### src/rtl/regfile_pkg.sv
// ============================================================================
// Module : regfile_pkg
// Shared constants and the byte-strobe merge helper for regfile_2r1w.
// Rev    : 1.0  initial parametrised 2R1W register file
// ============================================================================
`default_nettype none

package regfile_pkg;

    localparam int RF_DATA_W_DEF   = 32;
    localparam int RF_NUM_REGS_DEF = 16;

    // Widest word the merge helper handles; callers zero-extend and truncate.
    localparam int RF_MAX_DATA_W   = 512;
    localparam int RF_MAX_BE_W     = RF_MAX_DATA_W / 8;

    function automatic logic [RF_MAX_DATA_W-1:0] byte_merge(
        input logic [RF_MAX_DATA_W-1:0] old_word,
        input logic [RF_MAX_DATA_W-1:0] new_word,
        input logic [RF_MAX_BE_W-1:0]   be
    );
        logic [RF_MAX_DATA_W-1:0] merged;
        merged = old_word;
        for (int i = 0; i < RF_MAX_BE_W; i++) begin
            if (be[i]) begin
                merged[8*i +: 8] = new_word[8*i +: 8];
            end
        end
        return merged;
    endfunction

endpackage

`default_nettype wire

### src/rtl/regfile_rd_port.sv
// ============================================================================
// Module : regfile_rd_port
// One registered read port: address mux, write-first bypass, range check.
// Rev    : 1.0  initial parametrised 2R1W register file
// ============================================================================
`default_nettype none

module regfile_rd_port
    import regfile_pkg::*;
#(
    parameter int DATA_W   = RF_DATA_W_DEF,
    parameter int NUM_REGS = RF_NUM_REGS_DEF,
    parameter int ADDR_W   = 4
) (
    input  logic              clk,
    input  logic              clr,
    input  logic              i_rd_en,
    input  logic [ADDR_W-1:0] i_rd_addr,
    input  logic [DATA_W-1:0] i_mem [NUM_REGS],
    input  logic              i_wr_ok,
    input  logic [ADDR_W-1:0] i_wr_addr,
    input  logic [DATA_W-1:0] i_wr_data,
    input  logic [DATA_W/8-1:0] i_wr_be,
    output logic [DATA_W-1:0] o_rd_data,
    output logic              o_err
);

    logic              w_in_range;
    logic [DATA_W-1:0] w_word;
    logic [DATA_W-1:0] w_next;
    logic [DATA_W-1:0] r_data;

    assign w_in_range = (32'(i_rd_addr) < NUM_REGS);

    always_comb begin
        w_word = '0;
        for (int i = 0; i < NUM_REGS; i++) begin
            if (i_rd_addr == ADDR_W'(i)) begin
                w_word = i_mem[i];
            end
        end
        w_next = '0;
        if (w_in_range) begin
            // Write-first: a same-edge write to this address is visible now.
            if (i_wr_ok && (i_wr_addr == i_rd_addr)) begin
                w_next = DATA_W'(byte_merge(RF_MAX_DATA_W'(w_word),
                                            RF_MAX_DATA_W'(i_wr_data),
                                            RF_MAX_BE_W'(i_wr_be)));
            end else begin
                w_next = w_word;
            end
        end
    end

    always_ff @(posedge clk or negedge clr) begin
        if (!clr) begin
            r_data <= '0;
        end else if (i_rd_en) begin
            r_data <= w_next;
        end
    end

    assign o_rd_data = r_data;
    assign o_err     = i_rd_en && !w_in_range;

endmodule

`default_nettype wire

### src/rtl/regfile_2r1w.sv
// ============================================================================
// Module : regfile_2r1w
// Byte-strobed 1W/2R register file with bypass and sticky address error.
// Optional macro REGFILE_R0_ZERO_EN hardwires register 0 to zero.
// Rev    : 1.0  initial parametrised 2R1W register file
// ============================================================================
`default_nettype none

module regfile_2r1w
    import regfile_pkg::*;
#(
    parameter int DATA_W   = RF_DATA_W_DEF,
    parameter int NUM_REGS = RF_NUM_REGS_DEF,
    parameter int ADDR_W   = 4
) (
    input  logic                clk,
    input  logic                clr,
    input  logic                wr_en,
    input  logic [ADDR_W-1:0]   wr_addr,
    input  logic [DATA_W-1:0]   wr_data,
    input  logic [DATA_W/8-1:0] wr_be,
    input  logic                rd0_en,
    input  logic [ADDR_W-1:0]   rd0_addr,
    output logic [DATA_W-1:0]   rd0_data,
    input  logic                rd1_en,
    input  logic [ADDR_W-1:0]   rd1_addr,
    output logic [DATA_W-1:0]   rd1_data,
    output logic                addr_err,
    input  logic                err_clr
);

    localparam int BE_W = DATA_W / 8;

`ifdef REGFILE_R0_ZERO_EN
    localparam bit c_R0_ZERO = 1'b1;
`else
    localparam bit c_R0_ZERO = 1'b0;
`endif

    logic              w_wr_in_range;
    logic              w_wr_ok;
    logic              w_wr_err;
    logic              w_rd0_err;
    logic              w_rd1_err;
    logic [DATA_W-1:0] w_mem [NUM_REGS];
    logic              r_addr_err;

    assign w_wr_in_range = (32'(wr_addr) < NUM_REGS);
    assign w_wr_ok  = wr_en && w_wr_in_range && !(c_R0_ZERO && (wr_addr == '0));
    assign w_wr_err = wr_en && !w_wr_in_range;

    for (genvar g = 0; g < NUM_REGS; g++) begin : g_reg
        if (c_R0_ZERO && (g == 0)) begin : g_zero
            assign w_mem[g] = '0;
        end else begin : g_flop
            logic [DATA_W-1:0] r_q;
            logic [DATA_W-1:0] w_merged;

            assign w_merged = DATA_W'(byte_merge(RF_MAX_DATA_W'(r_q),
                                                 RF_MAX_DATA_W'(wr_data),
                                                 RF_MAX_BE_W'(wr_be)));

            always_ff @(posedge clk or negedge clr) begin
                if (!clr) begin
                    r_q <= '0;
                end else if (w_wr_ok && (wr_addr == ADDR_W'(g))) begin
                    r_q <= w_merged;
                end
            end

            assign w_mem[g] = r_q;
        end
    end

    regfile_rd_port #(
        .DATA_W   (DATA_W),
        .NUM_REGS (NUM_REGS),
        .ADDR_W   (ADDR_W)
    ) u_rd0 (
        .clk       (clk),
        .clr       (clr),
        .i_rd_en   (rd0_en),
        .i_rd_addr (rd0_addr),
        .i_mem     (w_mem),
        .i_wr_ok   (w_wr_ok),
        .i_wr_addr (wr_addr),
        .i_wr_data (wr_data),
        .i_wr_be   (wr_be),
        .o_rd_data (rd0_data),
        .o_err     (w_rd0_err)
    );

    regfile_rd_port #(
        .DATA_W   (DATA_W),
        .NUM_REGS (NUM_REGS),
        .ADDR_W   (ADDR_W)
    ) u_rd1 (
        .clk       (clk),
        .clr       (clr),
        .i_rd_en   (rd1_en),
        .i_rd_addr (rd1_addr),
        .i_mem     (w_mem),
        .i_wr_ok   (w_wr_ok),
        .i_wr_addr (wr_addr),
        .i_wr_data (wr_data),
        .i_wr_be   (wr_be),
        .o_rd_data (rd1_data),
        .o_err     (w_rd1_err)
    );

    // A new error on the same edge as err_clr keeps the flag set.
    always_ff @(posedge clk or negedge clr) begin
        if (!clr) begin
            r_addr_err <= 1'b0;
        end else if (w_wr_err || w_rd0_err || w_rd1_err) begin
            r_addr_err <= 1'b1;
        end else if (err_clr) begin
            r_addr_err <= 1'b0;
        end
    end

    assign addr_err = r_addr_err;

    logic w_unused;
    assign w_unused = ^BE_W;

endmodule

`default_nettype wire

### config.mk
export PLATFORM = sky130hd
export DESIGN_NAME = regfile_2r1w
export DESIGN_NICKNAME = d
export VERILOG_FILES = /design/src/rtl/regfile_pkg.sv /design/src/rtl/regfile_rd_port.sv /design/src/rtl/regfile_2r1w.sv
export SDC_FILE = /design/constraint.sdc
export NUM_CORES = 1
export LEC_CHECK = 0
export ABC_AREA = 1
export BUFFER_PORTS_ARGS = -buffer_cell sky130_fd_sc_hd__buf_2
export CAP_MARGIN = 5
export CELL_PAD_IN_SITES_DETAIL_PLACEMENT = 0
export CELL_PAD_IN_SITES_GLOBAL_PLACEMENT = 1
export CORE_MARGIN = 8
export CORE_UTILIZATION = 46
export CTS_CLUSTER_SIZE = 16
export DETAILED_ROUTE_END_ITERATION = 6
export PLACE_DENSITY = 0.76
export RECOVER_POWER = 100
export SYNTH_ARGS = -nofsm -noshare
export SYNTH_HDL_FRONTEND = slang
export SYNTH_SLANG_ARGS = --single-unit
### constraint.sdc
create_clock -name clk -period 1.45 [get_ports clk]
set_clock_uncertainty 0.05 [all_clocks]
set_input_delay 0 -clock clk [delete_from_list [all_inputs] [get_ports clk]]
set_output_delay 0 -clock clk [all_outputs]
set_load 0.02 [all_outputs]
# == Yosys cells after proc, flatten, opt, wreduce, memory -nomap -nowiden ==
# Cells that the tools add are included.
# totals
register_bits,576
in_bits,54
output_inout_bits,65
word_cells,240
# classes
n_eq_ne,47
mux,42
reduce_logical,85
# op_table
operator,n
2-to-1 mux 32 bit,34
AND reduction 2 bit,64
"== test 4 bit, second input constant",24
2-to-1 mux 8 bit,8
"== test 4 x 3 -> 1 bit, second input constant",12
"== test 4 x 2 -> 1 bit, second input constant",6
logical AND 1 bit,18
"== test 4 x 1 -> 1 bit, second input constant",3
logical NOT 4 bit,3
== test 4 bit,2

# == Longest topological paths before layout ==
# depth
ltp_word,19
depth_mapped,17

# == Cells and area by module ==
# From an unflattened synthesis, not the netlist that was laid out.
# unflattened
cells_unflattened,4807
area_unflattened_um2,33110.5
# by_module_without_submodules
module,instances,cells_per_inst,area_each_um2,seq_area_each_um2
regfile_2r1w,1,2367,21139.0,12837.3
regfile_rd_port,2,1220,5985.7,800.8

# == Worst setup path after synthesis ==
# No wires, ideal clock.
# synth_path
path_kind,input to register
startpoint,input rd0_addr[2]
endpoint,"register u_rd0.r_data[23], in the netlist u_rd0.o_rd_data[23]"
t_arrival_ps,1332
setup_slack_ps,-50
path_stages,16
n_path_buf,3
cell_sequence,buf_2 inv_1 nand2_1 nor2_1 buf_6 buf_2 nand2_1 nand3_1 nor2_1 nand4_1 nor2_1 nand4_1 nor2_1 nand4_1 a21oi_1 nor2_1
# synth_between
elab_chain_cells,19
# synth_lines
item,line,rtl
"start, declared",regfile_2r1w.sv:23,"input logic [ADDR_W-1:0] rd0_addr,"
logical NOT 4 bit,regfile_rd_port.sv:38,if (i_rd_addr == ADDR_W'(i)) begin
2-to-1 mux 32 bit (16 in series),regfile_rd_port.sv:38,
2-to-1 mux 8 bit,regfile_pkg.sv:25,if (be[i]) begin
2-to-1 mux 32 bit *,regfile_rd_port.sv:45,if (i_wr_ok && (i_wr_addr == i_rd_addr)) begin
"end signal, assigned",regfile_rd_port.sv:59,r_data <= w_next;
"end, declared",regfile_rd_port.sv:31,logic [DATA_W-1:0] r_data;
# Every way passes the cells marked *; elsewhere a longest branch is shown, timed or not.
# A chain may end at the register's enable or synchronous reset.

# == Worst setup path in the final report ==
# layout_path
startpoint,register g_reg[1].g_flop.r_q[19]
endpoint,"register u_rd0.r_data[19], in the netlist u_rd0.o_rd_data[19]"
# layout_between
elab_chain_cells,17
# layout_lines
item,line,rtl
"start, declared",regfile_2r1w.sv:56,logic [DATA_W-1:0] r_q;
"start signal, assigned",regfile_2r1w.sv:67,r_q <= w_merged;
2-to-1 mux 32 bit * (15 in series),regfile_rd_port.sv:38,
2-to-1 mux 8 bit,regfile_pkg.sv:25,
2-to-1 mux 32 bit *,regfile_rd_port.sv:45,
# Marks and branches as above.

==> metrics.txt <==
outcome=finished, violations left; failing checks=setup timing; Fmax=542 MHz; met2 GRT Util=50.5%; post-route cell area=0.0375 sq mm; Layout fillers=6009; Inst Count DP=5174; setup violators final=387; hold_sp=wr_be[2]; Mapped Avg Cell Area=7.23 sq um; max_cap viols=0; multi-input logic area=0.0140 sq mm; power density over cell area=1260 mW/mm^2; post-route ant nets=0; area leader, netlist=dfrtp_1; Reg power frac=44.6%; grt ovf=0; worst setup path class=flop to flop; Final Wtd Congestion=0.862; WHS=0.0398 ns; row count=92; Reg clk slew, reported paths=0.06 ns; total CTS buffers=69; antenna diode instance count=0; largest net degree at the start of global routing=81; Worst Path Arrival=2.29 ns; Via Count=28500; share of cells above drive strength 1=19.4%; Psw=14.1 mW; Initial Util=46.4%; sequential fraction of the synthesis area=49.4%; Final Non-Filler Cells=5350; Die X-Extent=268 um; R2R depth=11; met1 GRT Util=36.0%; clk buf depth=3; max-slew violations=0; CP endpoint kind=flop; clock tree root driver cell=clkbuf_16; Mapped Area=0.0292 sq mm; Mapped Cells=4030; Startpoint Class=flop; number of H-tree levels=3; drt total wl=103000 um; reg2reg start=g_reg[1].g_flop.r_q[19]$_DFFE_PN0P_; die extent in y=268 um; area grow syn2layout=28.6%; aggregate global-route resource usage=28.7%; # IOs=119; P_leak=17.5 nW; hold path depth=6; Iteration-0 DRC Markers=2029; RSZ-0062 raised after global routing=yes; Netlist cell types=28; fin crit share=127%; DR DRC count=0; Net count, final=4506; Tmin final=1.85 ns; DP Area=0.0341 sq mm; Switching Fraction=29.8%; dpl hpwl=73400 um; TritonCTS clock tree=done; Yosys top cell area share=49.4%; crit path launch=g_reg[1].g_flop.r_q[19]$_DFFE_PN0P_; top post-synthesis cells by area=dfrtp_1, nand2_1, o21ai_0, nor2_1, nand4_1; Peak VDD IR=1.14 mV; Post-Syn Nets=4084; busiest grt layer=met2; M3 GR Usage=2.66%; worst-skew pair later-pin latency=0.61 ns; crit path max fanout=2; Worst slew margin=27.0%; internal power=33.2 mW; required time worst endpoint=1.90 ns; Worst Setup Slack, final=-0.396 ns; setup tns final=-39.20 ns; DR vias/cell=5.32; Slew @ Worst Pin=1.09 ns; number of global-route vias before repair=28100; full die area=0.0717 sq mm; CORE AREA=0.0629 sq mm; worst hold path class=input pin to flop; initial antenna violation count=0; count of input and output buffers=116; Wirelength per Cell=19.2 um; YS warnings=0; register area=0.0144 sq mm; Pre-antenna DRT Iters=5; Comb power frac=17.5%; CTS sink count=576; Fin. Hold Viols=0; #FFs+latches synth=576; clock network power share=38.0%; first-pass GRT wire length=161000 um
-- state kept, by name (all words and copies together), names as in the netlist --
name             flops
g.g_flop.r_q       512
u_rd0.o_rd_data     32
u_rd1.o_rd_data     32
-- worst paths after layout --
check | end | slack (ns)
max | u_rd0.o_rd_data[19]$_DFFE_PN0P_ | -0.40
min | u_rd1.o_rd_data[22]$_DFFE_PN0P_ | 0.04
max reg2reg | u_rd0.o_rd_data[19]$_DFFE_PN0P_ | -0.40
min reg2reg | u_rd1.o_rd_data[26]$_DFFE_PN0P_ | 0.43
max in group asynchronous | g_reg[9].g_flop.r_q[26]$_DFFE_PN0P_ | -0.15
min in group asynchronous | g_reg[2].g_flop.r_q[22]$_DFFE_PN0P_ | 0.53
-- layer usage --
| metal | share of wire [%] | wire length (um) |
|---|---|---|
| met5 | 0 | 0 |
| met4 | 4.6 | 4680 |
| met3 | 3.3 | 3430 |
| met2 | 50 | 51600 |
| met1 | 42 | 43100 |
-- through the flow --
stage	util, %	total power [mW]	setup WS (ns)
final	59.7	47.3	-0.396
after floorplan	-	25.1	-0.00820
after detailed placement	54.3	29.1	-0.773
after global placement	54.3	29.0	-0.723
after CTS	60.0	47.6	-0.429
after global routing	59.7	49.7	-0.541
-- cells in the mapped netlist --
cell,n
o21ai_0,639
buf_4,5
nor2_2,7
nand4_1,183
o211ai_1,2
nor3_2,2
a2111oi_0,2
nand3_1,111
dfrtp_1,576
buf_2,21
inv_1,254
clkinv_1,1
nand2_1,1351
nor3_1,10
and3_1,1
inv_2,10
buf_6,5
clkbuf_1,192
conb_1,1
clkbuf_2,1
nor3b_1,3
nor2_1,491
buf_1,6
or2_2,5
a21oi_1,141
nand2_2,5
xor2_1,2
o22ai_1,3
-- power by group through the flow --
stage	clock network [mW]	logic [mW]	registers, mW
after floorplan	0	4.05	21.1
after global placement	0	7.73	21.3
after detailed placement	0	7.89	21.3
after CTS	18.3	8.31	21.0
after global routing	18.9	9.34	21.5
final	18.0	8.26	21.1
-- critical path, stage by stage, from the launching register on --
cell and delay [ns]:
dfrtp_1 0.39, buf_6 0.13, nand2_4 0.06, nand3_2 0.07, nor2_2 0.11, nand4_1 0.13
nor2_1 0.13, nand4_1 0.14, nor2_1 0.14, nand4_1 0.16, a21oi_2 0.16, nor2_1 0.05
-- cell usage in the layout, fill, tap and decap left out, drive strengths merged --
cell type and n:
a21oi 141, buf 381, a2111oi 2, o211ai 2, nand3 111, clkbuf 254, nor3b 3, and3 1
o21ai 639, xor2 2, dlymetal6s2s 1, nor2 498, inv 267, dlygate4sd3 48, or2 5, bufinv 6
conb 1, dfrtp 576, nand2 1356, o22ai 3, nor3 12, nand4 183, clkinv 12
-- timing repair --
item | 4_1_cts | 5_1_grt
setup endpoints to repair | 64 | 224
cloned | 0 | 0
buffers inserted | 2 | 4
hold buffers | 48 | 1
endpoints found under the hold margin | 1130 | 89
gates resized for setup | 224 | 99
pin swaps | 70 | 70
-- layout make-up --
class                           count  area share, %
Tap cell                          846           2.82
Timing Repair Buffer              581           12.6
Sequential cell                   576           38.4
Multi-Input combinational cell   2959           37.3
Clock buffer                      103           5.49
Inverter                          265           2.65
Clock inverter                     20          0.727
-- logic make-up (layout without fill, tap and decap cells) --
logic type	Yosys count	in the layout	share of synthesized area (%)
AO/OA/AOI/OAI	787	787	13.6
XOR/XNOR	2	2	0.0601
buffers and inverters	495	969	6.66
flip-flops	576	576	49.4
other	1	1	0.0129
AND/OR/NAND/NOR	2169	2169	30.3
Power figures use the tool's default switching activity.
